### src/rtl/hilo_muldiv.sv
// HI/LO special-register pair with an iterative radix-2 multiply/divide engine.
// Mul/div results commit to HI/LO atomically in the FIX cycle; MTHI/MTLO write in one edge.
module hilo_muldiv #(
  parameter int W     = 32,
  parameter int CNT_W = $clog2(W) + 1
) (
  input  logic         clk,
  input  logic         resetn,
  input  logic         op_valid,
  input  logic [2:0]   op_code,
  input  logic [W-1:0] src_a,
  input  logic [W-1:0] src_b,
  input  logic         cancel,
  output logic         busy,
  output logic         done,
  output logic [W-1:0] hi_rdata,
  output logic [W-1:0] lo_rdata
);

  typedef enum logic [1:0] {
    IDLE = 2'd0,
    RUN  = 2'd1,
    FIX  = 2'd2
  } state_t;

  state_t state, next_state;

  logic [W-1:0]     hi_q, lo_q;
  logic             done_q;
  logic [CNT_W-1:0] cnt;
  logic [W-1:0]     acc_hi, acc_lo;
  logic [W-1:0]     addend;
  logic [W-1:0]     a_raw;
  logic             is_div, neg_q, neg_r, div_zero;

  logic             accept, start_md, wr_hi, wr_lo, step, commit;
  logic             signed_in, a_neg_in, b_neg_in;
  logic [W-1:0]     a_mag_in, b_mag_in;
  logic [W:0]       mul_sum, div_trial;
  logic             div_ok;
  logic [2*W-1:0]   product, product_fix;
  logic [W-1:0]     quo_fix, rem_fix;

  // Operand magnitudes and sign flags; MULTU/DIVU have op_code[0] set.
  assign signed_in = ~op_code[0];
  assign a_neg_in  = signed_in & src_a[W-1];
  assign b_neg_in  = signed_in & src_b[W-1];
  assign a_mag_in  = a_neg_in ? (~src_a + 1'b1) : src_a;
  assign b_mag_in  = b_neg_in ? (~src_b + 1'b1) : src_b;

  assign accept   = (state == IDLE) && op_valid && !cancel;
  assign start_md = accept && !op_code[2];
  assign wr_hi    = accept && (op_code == 3'd4);
  assign wr_lo    = accept && (op_code == 3'd5);

  always_ff @(posedge clk or negedge resetn) begin
    if (!resetn) state <= IDLE;
    else         state <= next_state;
  end

  always_comb begin
    next_state = state;
    step       = 1'b0;
    commit     = 1'b0;
    case (state)
      IDLE: if (start_md) next_state = RUN;
      RUN: begin
        if (cancel) begin
          next_state = IDLE;
        end else begin
          step = 1'b1;
          if (cnt == CNT_W'(W - 1)) next_state = FIX;
        end
      end
      FIX: begin
        next_state = IDLE;
        commit     = !cancel;
      end
      default: next_state = IDLE;
    endcase
  end

  // acc_hi holds the running partial product / partial remainder; acc_lo the
  // multiplier bits still to consume / the dividend bits shifting into quotient.
  assign mul_sum   = {1'b0, acc_hi} + (acc_lo[0] ? {1'b0, addend} : {(W+1){1'b0}});
  assign div_trial = {acc_hi, acc_lo[W-1]} - {1'b0, addend};
  assign div_ok    = ~div_trial[W];

  assign product     = {acc_hi, acc_lo};
  assign product_fix = neg_q ? (~product + 1'b1) : product;
  assign quo_fix     = neg_q ? (~acc_lo + 1'b1) : acc_lo;
  assign rem_fix     = neg_r ? (~acc_hi + 1'b1) : acc_hi;

  always_ff @(posedge clk or negedge resetn) begin
    if (!resetn) begin
      hi_q     <= '0;
      lo_q     <= '0;
      done_q   <= 1'b0;
      cnt      <= '0;
      acc_hi   <= '0;
      acc_lo   <= '0;
      addend   <= '0;
      a_raw    <= '0;
      is_div   <= 1'b0;
      neg_q    <= 1'b0;
      neg_r    <= 1'b0;
      div_zero <= 1'b0;
    end else begin
      done_q <= commit;
      if (wr_hi) hi_q <= src_a;
      if (wr_lo) lo_q <= src_a;

      if (start_md) begin
        is_div   <= op_code[1];
        addend   <= op_code[1] ? b_mag_in : a_mag_in;
        acc_hi   <= '0;
        acc_lo   <= op_code[1] ? a_mag_in : b_mag_in;
        neg_q    <= a_neg_in ^ b_neg_in;
        neg_r    <= a_neg_in;
        div_zero <= op_code[1] && (src_b == '0);
        a_raw    <= src_a;
        cnt      <= '0;
      end else if (step) begin
        cnt <= cnt + CNT_W'(1);
        if (is_div) begin
          if (div_ok) acc_hi <= div_trial[W-1:0];
          else        acc_hi <= {acc_hi[W-2:0], acc_lo[W-1]};
          acc_lo <= {acc_lo[W-2:0], div_ok};
        end else begin
          acc_hi <= mul_sum[W:1];
          acc_lo <= {mul_sum[0], acc_lo[W-1:1]};
        end
      end

      if (commit) begin
        if (!is_div) begin
          hi_q <= product_fix[2*W-1:W];
          lo_q <= product_fix[W-1:0];
        end else if (div_zero) begin
          hi_q <= a_raw;
          lo_q <= '1;
        end else begin
          hi_q <= rem_fix;
          lo_q <= quo_fix;
        end
      end
    end
  end

  assign busy     = (state != IDLE);
  assign done     = done_q;
  assign hi_rdata = hi_q;
  assign lo_rdata = lo_q;

endmodule

### config.mk
export PLATFORM = sky130hd
export DESIGN_NAME = hilo_muldiv
export DESIGN_NICKNAME = d
export VERILOG_FILES = /design/src/rtl/hilo_muldiv.sv
export SDC_FILE = /design/constraint.sdc
export NUM_CORES = 1
export LEC_CHECK = 0
export CORE_ASPECT_RATIO = 0.9
export CORE_MARGIN = 3
export CORE_UTILIZATION = 40
export CTS_BUF_LIST = sky130_fd_sc_hd__clkbuf_4 sky130_fd_sc_hd__clkbuf_8 sky130_fd_sc_hd__clkbuf_16
export CTS_CLUSTER_DIAMETER = 30
export DETAILED_ROUTE_END_ITERATION = 8
export PLACE_DENSITY = 0.68
export SLEW_MARGIN = 40
export SYNTH_ARGS = -nofsm -noshare
export SYNTH_HDL_FRONTEND = slang
export SYNTH_SLANG_ARGS = --single-unit
### constraint.sdc
create_clock -name clk -period 3.65 [get_ports clk]
set_input_delay 0.73 -clock clk [delete_from_list [all_inputs] [get_ports clk]]
set_output_delay 0.73 -clock clk [all_outputs]
set_load 0.01 [all_outputs]
==> results of run 1 <==
-- where the power goes --
| part | leakage (nW) | switching, W | total, W | internal (W) |
|---|---|---|---|---|
| Sequential | 2.55 | 0.000759 | 0.00363 | 0.00287 |
| Combinational | 6.03 | 0.00548 | 0.00940 | 0.00393 |
| Clock | 0.931 | 0.00158 | 0.00498 | 0.00340 |
| Total | 9.52 | 0.00782 | 0.0180 | 0.0102 |
-- layout make-up --
cell class	instances	area (µm²)
timing repair buffer	308	2760
tap	547	684
inverter	65	248
multi-input combinational	1781	11200
sequential	205	5130
clock inverter	33	387
clock buffer	69	1540
fill	3985	20100
-- timing repair --
action / in CTS / in global routing
buffers inserted: 0 / 2
setup endpoints to repair: 1 / 17
pin swaps: 0 / 3
gates cloned: 0 / 1
hold endpoints to repair: 0 / 0
hold buffers: 0 / 0
resized for setup: 1 / 9
-- routing by layer --
metal	vias to the layer above	global-route usage [%]	wire (µm)
met5	-	0	0
met4	0	13.5	3380
met3	196	9.56	9140
met2	1133	42.8	28700
li1	8349	-	-
met1	8831	42.5	29400
-- how the worst max path moves through the flow --
stage	from	end
final	acc_lo[31]	acc_hi[2]
after global routing	acc_lo[31]	acc_hi[27]
after CTS	acc_lo[31]	acc_hi[27]
after detailed placement	acc_lo[31]	acc_hi[27]
after global placement	acc_lo[31]	acc_hi[27]
after floorplan	acc_lo[0]	acc_hi[23]
-- per-stage QoR --
stage                     setup TNS [ps]  power (W)
after floorplan                        0    0.00941
after global placement             -57.1     0.0124
after detailed placement           -73.5     0.0126
after CTS                              0     0.0176
after global routing               -17.8     0.0190
final                                  0     0.0180
-- state kept, by name (all words and copies together), names as in the netlist --
register	flops
lo_rdata	32
neg_q	1
state	2
addend	32
is_div	1
acc_hi	32
a_raw	32
done	1
acc_lo	32
div_zero	1
neg_r	1
cnt	6
hi_rdata	32
-- kinds of logic after synthesis --
family | count (synthesis) | synth area share [%]
and+or+nand+nor | 750 | 19.9
AOI/OAI and AO/OA | 680 | 24.8
buffers and inverters | 216 | 5.02
DFF | 205 | 29.9
xor gates and xnor gates | 184 | 9.39
muxes | 96 | 5.70
adders and majority gates | 71 | 5.26
-- critical path: stages, from the launching register on --
cell,delay [ps]
dfrtp_1,450
inv_2,120
ha_1,250
fa_1,410
nand2b_1,230
a21oi_2,210
o211ai_1,210
a211oi_2,340
o21ai_0,140
nand3b_1,250
buf_12,230
buf_4,210
nor2_1,60
a31oi_1,180
o21ai_0,110
-- Yosys cell counts (all sizes together) (10+ instances only) --
master	n	area (µm²)
nor2b	22	138
nor3	31	155
and3	12	75.1
a22oi	17	128
buf	29	156
a32oi	31	272
nor2	146	548
mux2i	82	821
a21o	26	195
or2	18	115
dfrtp	205	5130
a21oi	169	850
ha	69	863
or4	12	97.6
inv	65	244
xor2	86	753
nand2b	22	138
o21ai	221	1110
o221ai	13	114
nand4	18	113
clkbuf	122	462
or3	36	225
o31ai	21	171
nand2	359	1350
o41ai	10	95.1
mux2	14	158
o211ai	56	425
nand3	31	155
xnor2	98	858
o22ai	17	106
a211oi	23	173
a31oi	12	75.1
nor4	24	163
==> results.txt, run 1 <==
----------------------------------------------------
[Timing]
  Hold Violations, Final ... 0
  Actual slew at the worst max-slew pin ... 851 ps
  Maximum clock rate ... 283 MHz
  Post-route setup slack ... 115 ps
  Crit share post-route ... 96.9%
  Number of max-slew violations in the final report ... 0
  Layout Skew ... 21.3 ps
  Worst hold slack across all endpoints ... 158 ps
  Worst slew margin ... 43.3%
  Final setup fails ... 0
  Final period demand of the worst path ... 3540 ps

[Synthesis]
  Predominant post-synthesis flop cell ... dfrtp_1
  Count of flip-flops with a built-in enable after synthesis ... 0
  Total of flip-flops plus latches after synthesis ... 205
  Register area share after synthesis ... 29.9%
  Instance count of the mapped netlist ... 2202
  Distinct cell type count after synthesis ... 76
  Synth warnings ... 0
  Nets in the synthesized netlist ... 2344
  Proportion of register bits with asynchronous set or reset after synthesis ... 100%
  Mean instance size in the synthesized netlist ... 7.79 µm²
  Cell area after synthesis ... 17200 µm²

[Drt]
  Final wirelength ... 70600 µm
  Initial DRT Pass Iterations ... 6
  Vias per inst ... 6.15
  DR iter-0 viols ... 2172
  Via total after detailed routing ... 18509
  Number of antenna-violating nets in the routed design ... 0
  Wire length per cell after detailed routing ... 23.5 µm
  Residual DRC ... 0

[Clock network]
  Deepest level of the CTS H-tree ... 2
  Clock tree from TritonCTS ... built
  CTS sink count ... 205
  Clk pin slew, worst setup/hold paths ... 50 ps
  Skew-Pair Late Insertion Delay ... 600 ps
  Maximum count of clock buffers along a single path ... 3
  Root Buffer Master ... clkbuf_16
  Number of clock buffers inserted by TritonCTS ... 54

[Worst setup path]
  Crit Path Max Fanout ... 18
  Setup slack of the worst register-to-register path ... 110 ps
  Worst Reg2Reg Path Length in Cells ... 14
  Critical path class ... reg -> reg
  Req. time, crit path ... 4100 ps
  Worst Setup End Kind ... register
  Worst reg2reg endpoint ... acc_hi[2]
  Startpoint Class ... register
  Data arrival time of the critical path ... 3990 ps
  Critical register-to-register path startpoint ... acc_lo[31]

[Floorplan]
  Core region area ... 42100 µm²
  Initial core utilization ... 40.8%
  Chip Width ... 224 µm
  Number of placement rows ... 71
  Die extent in y ... 203 µm
  Boundary pin count ... 137
  Die area ... 45400 µm²

[Layout]
  Number of nets in the layout ... 2557
  Area overhead of the layout relative to synthesis ... 28.0%
  Commonest non-fill, non-tap cell in the layout ... nand2_1
  Layout cell share with drive strength beyond 1 ... 13.7%
  Post-route cell area ... 22000 µm²
  Final Core Density ... 52.2%
  Final cell count without fillers ... 3008
  Leading cell types in the layout, fill and taps excluded ... nand2_1, o21ai_0, dfrtp_1
  Antenna diode instance count ... 0

[Placed design]
  Routability-driven placement congestion ratio ... 0.988
  Setup slack after placement ... -69.4 ps
  Placed cell area ... 20000 µm²
  Number of buffer cells added on primary ports ... 136
  Number of placed instances, taps included ... 2903
  Detailed Place HPWL ... 53000 µm

[Pwr]
  Leak pwr ... 9.52 nW
  Power density relative to cell area ... 820 nW/µm²
  Worst vdd rail ir drop ... 447 µV

[Global routing]
  Global route total overflow ... 0
  Number of antenna violations at the first check in global routing ... 0
  GR Util All Layers ... 30.4%
  Vias in the first global route ... 17657
  Wire length of the first global-routing pass ... 107000 µm
  Largest net degree at the start of global routing ... 98

[Min path]
  Classification of the worst-slack hold path ... in -> async

[Status]
  Run status ... completed

[Job]
  Max-Cap Viols ... 0

----------------------------------------------------
Power figures use the tool's default switching activity.
==> inputs of run 2 (changes only) <==
--- a/config.mk
+++ b/config.mk
@@ -11,6 +11,7 @@
 export CTS_BUF_LIST = sky130_fd_sc_hd__clkbuf_4 sky130_fd_sc_hd__clkbuf_8 sky130_fd_sc_hd__clkbuf_16
 export CTS_CLUSTER_DIAMETER = 30
 export DETAILED_ROUTE_END_ITERATION = 8
+export MAX_ROUTING_LAYER = met4
 export PLACE_DENSITY = 0.68
 export SLEW_MARGIN = 40
 export SYNTH_ARGS = -nofsm -noshare
==> run 2 against run 1 <==
  * Sequential share of layout area shrank 0.19 points
  * Fmax is 1.1% higher
  * Final cell count is 0.66% higher
  * Worst setup slack improved by 38 ps
  * Via count about the same
  * Critical endpoint is now acc_hi[27]
  * Largest power group unchanged
==> results.txt, run 2 (synthesis gave the netlist of run 1 again) <==
----------------------------------------------------
[Timing]
  Hold Violations, Final ... 0 (unchanged)
  RSZ-0062 raised after global routing ... false
  Actual slew at the worst max-slew pin ... 798 ps (-52.3 ps)
  Final period demand of the worst path ... 3500 ps (-38.3 ps)
  Number of max-slew violations in the final report ... 0 (unchanged)
  Worst slew margin ... 46.8% (+3.5 points)
  Maximum clock rate ... 286 MHz (+1.1%)
  Final setup fails ... 0 (unchanged)
  Crit share post-route ... 95.8% (-1.0 points)
  Layout Skew ... 22.7 ps (+1.39 ps)

[Drt]
  Via total after detailed routing ... 18521 (+0.065%)
  Residual DRC ... 0 (unchanged)
  Number of antenna-violating nets in the routed design ... 0 (unchanged)
  Final wirelength ... 71900 µm (+1.9%)
  Initial DRT Pass Iterations ... 6 (unchanged)
  DR iter-0 viols ... 2061 (-5.1%)
  Vias per inst ... 6.12 (-0.60%)
  Wire length per cell after detailed routing ... 23.8 µm (+1.2%)

[Pwr]
  Power density relative to cell area ... 830 nW/µm² (+1.2%)
  Total power consumption of the routed design ... 0.0184 W (+2.0%)
  Worst vdd rail ir drop ... 455 µV (+1.6%)
  Leak pwr ... 9.66 nW (+1.5%)

[Global routing]
  Number of antenna violations at the first check in global routing ... 1 (+1)
  Vias in the first global route ... 17615 (-0.24%)
  Wire length of the first global-routing pass ... 108000 µm (+1.2%)
  Largest net degree at the start of global routing ... 98 (unchanged)
  Global route total overflow ... 0 (unchanged)
  GR Util All Layers ... 31.9% (+1.5 points)

[Floorplan]
  Number of placement rows ... 71 (unchanged)
  Boundary pin count ... 137 (unchanged)
  Chip Width ... 224 µm (unchanged)
  Die extent in y ... 203 µm (unchanged)
  Die area ... 45400 µm² (unchanged)
  Core region area ... 42100 µm² (unchanged)
  Initial core utilization ... 40.8% (unchanged)

[Job]
  Max-Cap Viols ... 0 (unchanged)

[Placed design]
  Detailed Place HPWL ... 54800 µm (+3.4%)
  Number of buffer cells added on primary ports ... 136 (unchanged)
  Routability-driven placement congestion ratio ... 1.03 (+4.2%)

[Clock network]
  Number of clock buffers inserted by TritonCTS ... 58 (+7.4%)
  CTS sink count ... 205 (unchanged)
  Clock tree from TritonCTS ... built
  Root Buffer Master ... clkbuf_16
  Skew-Pair Late Insertion Delay ... 600 ps (about the same)
  Cts hold-fix bufs ... 0 (unchanged)
  Clk pin slew, worst setup/hold paths ... 50 ps (about the same)
  Maximum count of clock buffers along a single path ... 3 (unchanged)
  Deepest level of the CTS H-tree ... 2 (unchanged)
  Count of buffers added by post-CTS timing repair for setup ... 0 (unchanged)

[Layout]
  Commonest non-fill, non-tap cell in the layout ... nand2_1
  Area overhead of the layout relative to synthesis ... 29.1%
  Number of nets in the layout ... 2574 (+0.66%)
  Count of fill cells added during filler insertion ... 3966 (-0.48%)
  Layout cell share with drive strength beyond 1 ... 14.2% (+0.46 points)
  Final Core Density ... 52.6% (+0.43 points)
  Leading cell types in the layout, fill and taps excluded ... nand2_1, o21ai_0, dfrtp_1

[Worst setup path]
  Data arrival time of the critical path ... 4020 ps (+30 ps)
  Critical path class ... reg -> reg
  Worst Setup End Kind ... register
  Req. time, crit path ... 4170 ps (+70 ps)
  Startpoint Class ... register
  Crit Path Max Fanout ... 21 (+3)

[Min path]
  Classification of the worst-slack hold path ... in -> async

[Status]
  Run status ... completed

----------------------------------------------------
[run 2: cell types whose count changed in the layout (fill, tap and decap cells not counted), sizes merged]
cell	previous run	this run
clkinvlp	10	6
clkbuf	71	82
clkinv	15	13
diode	0	1
buf	172	186
[run 2: worst max-delay path, stage by stage, from the launching register on]
cell,delay (ps)
dfrtp_1,410
inv_1,160
ha_1,270
fa_1,380
nand2b_1,200
a21oi_1,190
o211ai_1,250
a211oi_2,320
o21ai_0,120
nand3b_1,230
buf_12,220
nor2_1,70
a2111oi_2,430
a211o_1,160
[run 2: through the flow]
| stage | setup TNS, ps | instance area, µm² | hold slack [ps] | instances | setup WS [ps] |
|---|---|---|---|---|---|
| floorplan | 0 | 17200 | 434 | 2202 | 505 |
| global placement | -132 | 20100 | 457 | 2919 | -132 |
| global route | 0 | 22200 | 191 | 3028 | 4.78 |
| detailed placement | -148 | 20100 | 454 | 2919 | -148 |
| finish | 0 | 22200 | 162 | 3028 | 153 |
| CTS | 0 | 22100 | 164 | 3027 | 62.8 |
[run 2: area by class of cell]
class	count	area [µm²]	area share, %
clock inverter	27	327	1.47
tap	547	684	3.09
inverter	65	244	1.10
clock buffer	81	1690	7.64
timing repair buffer	321	2870	12.9
multi-input combinational	1781	11200	50.6
sequential	205	5130	23.2
antenna	1	2.50	0.0113
[run 2: worst paths after layout]
| kind | to | cells after the start | from | slack (ps) |
|---|---|---|---|---|
| worst max-delay path | acc_hi[27] | 13 | acc_lo[31] | 150 |
| worst min-delay path | a_raw[15] | 1 | resetn | 160 |
| worst max register to register | acc_hi[27] | 13 | acc_lo[31] | 150 |
| worst min register to register | a_raw[29] | 2 | a_raw[29] | 460 |
| max in group asynchronous | cnt[4] | 2 | resetn | 2560 |
| min in group clk | a_raw[29] | 2 | a_raw[29] | 460 |
[run 2: per-layer routing]
| metal | up-vias | part of all wire [%] | track usage (%) |
|---|---|---|---|
| li1 | 8410 | - | - |
| met1 | 8877 | 43 | 44.0 |
| met2 | 1072 | 41 | 44.6 |
| met3 | 162 | 11 | 7.10 |
| met4 | 0 | 4.6 | 14.0 |
| met5 | - | 0 | - |
[run 2: report_power, final]
group | internal, W | switching (W)
registers | 0.00288 | 0.000643
clock network | 0.00362 | 0.00157
logic | 0.00404 | 0.00563
total | 0.0105 | 0.00785
[run 2: repair_timing]
| item | CTS | global route |
|---|---|---|
| gates resized for setup | 2 | 2 |
| endpoints found under the setup margin | 1 | 8 |
| hold endpoints to repair | 0 | 0 |
| pin swaps | 0 | 1 |
==> inputs of run 3 (changes only) <==
--- a/config.mk
+++ b/config.mk
@@ -6,7 +6,7 @@
 export NUM_CORES = 1
 export LEC_CHECK = 0
 export CORE_ASPECT_RATIO = 0.9
-export CORE_MARGIN = 3
+export CORE_MARGIN = 2
 export CORE_UTILIZATION = 40
 export CTS_BUF_LIST = sky130_fd_sc_hd__clkbuf_4 sky130_fd_sc_hd__clkbuf_8 sky130_fd_sc_hd__clkbuf_16
 export CTS_CLUSTER_DIAMETER = 30
==> run 3 against run 2 <==
  * Hold slack gained 6.0 ps
  * Worst setup slack got worse by 8.9 ps
  * Sequential share of layout area hardly changed
  * Critical path type unchanged
  * Largest cell class unchanged
  * Largest power group unchanged
  * Highest routed layer unchanged
==> results.txt, run 3 (synthesis gave the netlist of run 1 again) <==
----------------------------------------------------
[Status]
  Run status ... completed

[Global routing]
  Number of antenna violations at the first check in global routing ... 0 (-1)
  Wire length of the first global-routing pass ... 109000 µm (+0.50%)
  Largest net degree at the start of global routing ... 98 (unchanged)
  Vias in the first global route ... 17427 (-1.1%)
  Global route total overflow ... 0 (unchanged)
  GR Util All Layers ... 32.6% (+0.79 points)

[Layout]
  Leading cell types in the layout, fill and taps excluded ... nand2_1, o21ai_0, dfrtp_1
  Post-route cell area ... 22100 µm² (-0.18%)
  Commonest non-fill, non-tap cell in the layout ... nand2_1
  Antenna diode instance count ... 0 (-1)
  Final cell count without fillers ... 3027 (-0.033%)
  Number of nets in the layout ... 2577 (+0.12%)
  Area overhead of the layout relative to synthesis ... 28.9%
  Count of fill cells added during filler insertion ... 3983 (+0.43%)
  Layout cell share with drive strength beyond 1 ... 14.2% (unchanged)
  Final Core Density ... 52.6% (about the same)

[Drt]
  Initial DRT Pass Iterations ... 7 (+1)
  DR iter-0 viols ... 2268 (+10%)
  Wire length per cell after detailed routing ... 23.9 µm (+0.60%)
  Via total after detailed routing ... 18445 (-0.41%)
  Vias per inst ... 6.09 (-0.38%)
  Number of antenna-violating nets in the routed design ... 0 (unchanged)
  Residual DRC ... 0 (unchanged)
  Final wirelength ... 72300 µm (+0.57%)

[Min path]
  Classification of the worst-slack hold path ... in -> async

[Floorplan]
  Initial core utilization ... 40.8% (+0.086 points)
  Chip Width ... 222 µm (-0.89%)
  Die area ... 44600 µm² (-1.9%)
  Number of placement rows ... 71 (unchanged)
  Core region area ... 42000 µm² (-0.21%)
  Die extent in y ... 201 µm (-0.99%)
  Boundary pin count ... 137 (unchanged)

[Placed design]
  Detailed Place HPWL ... 55300 µm (+0.98%)
  Number of placed instances, taps included ... 2926 (+0.24%)
  Number of buffer cells added on primary ports ... 136 (unchanged)
  Routability-driven placement congestion ratio ... 0.985 (-4.3%)
  Placed cell area ... 20100 µm² (+0.14%)

[Pwr]
  Leak pwr ... 9.66 nW (about the same)
  Worst vdd rail ir drop ... 417 µV (-8.3%)
  Power density relative to cell area ... 830 nW/µm² (about the same)

[Worst setup path]
  Endpoint of the worst setup timing path ... acc_hi[30]
  Worst setup path startpoint ... acc_lo[0]
  Critical path class ... reg -> reg
  Crit Path Max Fanout ... 19 (-9.5%)
  Startpoint Class ... register
  Worst reg2reg endpoint ... acc_hi[30]
  Setup slack of the worst register-to-register path ... 140 ps (about the same)
  Worst Setup End Kind ... register
  Worst Reg2Reg Path Length in Cells ... 13 (unchanged)
  Critical register-to-register path startpoint ... acc_lo[0]
  Data arrival time of the critical path ... 3960 ps (-60 ps)
  Req. time, crit path ... 4110 ps (-60 ps)

[Timing]
  Final period demand of the worst path ... 3510 ps (+8.94 ps)
  Hold Violations, Final ... 0 (unchanged)
  Worst hold slack across all endpoints ... 168 ps (+5.95 ps)
  Actual slew at the worst max-slew pin ... 713 ps (-86.0 ps)
  Layout Skew ... 17.2 ps (-5.47 ps)
  Number of max-slew violations in the final report ... 0 (unchanged)
  Worst slew margin ... 52.5% (+5.7 points)
  RSZ-0062 raised after global routing ... false
  Final setup fails ... 0 (unchanged)
  Crit share post-route ... 96.0% (+0.24 points)
  Maximum clock rate ... 285 MHz (-0.25%)

[Clock network]
  Cts hold-fix bufs ... 0 (unchanged)
  CTS sink count ... 205 (unchanged)
  Count of buffers added by post-CTS timing repair for setup ... 0 (unchanged)
  Deepest level of the CTS H-tree ... 2 (unchanged)
  Root Buffer Master ... clkbuf_16
  Clk pin slew, worst setup/hold paths ... 50 ps (about the same)
  Maximum count of clock buffers along a single path ... 3 (unchanged)
  Number of clock buffers inserted by TritonCTS ... 54 (-6.9%)
  Clock tree from TritonCTS ... built
  Skew-Pair Late Insertion Delay ... 600 ps (about the same)
  Number of gates given a new drive strength after cts ... 1 (-1)

[Job]
  Max-Cap Viols ... 0 (unchanged)

----------------------------------------------------
==> run 3: changes by cell type in the layout (fill, tap and decap cells not counted), sizes merged <==
cell / delta
clkbuf: -13
buf: +7
clkinv: +5
bufinv: +4
clkinvlp: -3
diode: -1
==> run 3: layout make-up <==
class	instances	area, µm²	area share, %
multi-input combinational	1781	11200	50.7
sequential	205	5130	23.2
timing repair buffer	328	2890	13.1
clock buffer	68	1510	6.83
tap	547	684	3.09
clock inverter	33	442	2.00
inverter	65	244	1.10
==> run 3: layer usage <==
metal | vias up | global-route usage, % | routed length, µm
met2 | 986 | 45.6 | 30100
li1 | 8406 | - | -
met1 | 8910 | 45.2 | 31500
met3 | 143 | 7.74 | 7720
met5 | - | - | 0
met4 | 0 | 13.1 | 3080
==> run 3: where the power goes <==
| group | total, W | leakage (nW) | internal (W) | switching (W) |
|---|---|---|---|---|
| logic | 0.00965 | 6.13 | 0.00403 | 0.00562 |
| clock network | 0.00512 | 0.980 | 0.00360 | 0.00152 |
| registers | 0.00358 | 2.55 | 0.00287 | 0.000707 |
==> run 3: worst min-delay path by stage <==
stage                    to       from
6_report       hi_rdata[16]     resetn
5_1_grt        hi_rdata[16]     resetn
4_1_cts           acc_hi[6]     resetn
3_5_place_dp       a_raw[6]   a_raw[6]
3_3_place_gp      a_raw[29]  a_raw[29]
2_1_floorplan      a_raw[0]     resetn
==> run 3: stage by stage <==
| stage | power [W] | worst slack, ps | TNS, ps |
|---|---|---|---|
| after global placement | 0.0129 | 27.7 | 0 |
| after detailed placement | 0.0130 | -11.6 | -11.6 |
| final | 0.0184 | 144 | 0 |
| after CTS | 0.0181 | 84.1 | 0 |
| after global routing | 0.0193 | 29.5 | 0 |
| after floorplan | 0.00941 | 505 | 0 |
==> run 3: worst max-delay path: stages (launching register included) <==
cell and delay [ps]:
dfrtp_1 410, inv_1 140, buf_12 170, nor2_1 60, ha_1 350, o211ai_1 130
o211ai_1 370, nand4_1 250, o211ai_1 440, o221ai_1 250, o21a_1 270, a21oi_1 210
mux2i_1 220, o211ai_1 100
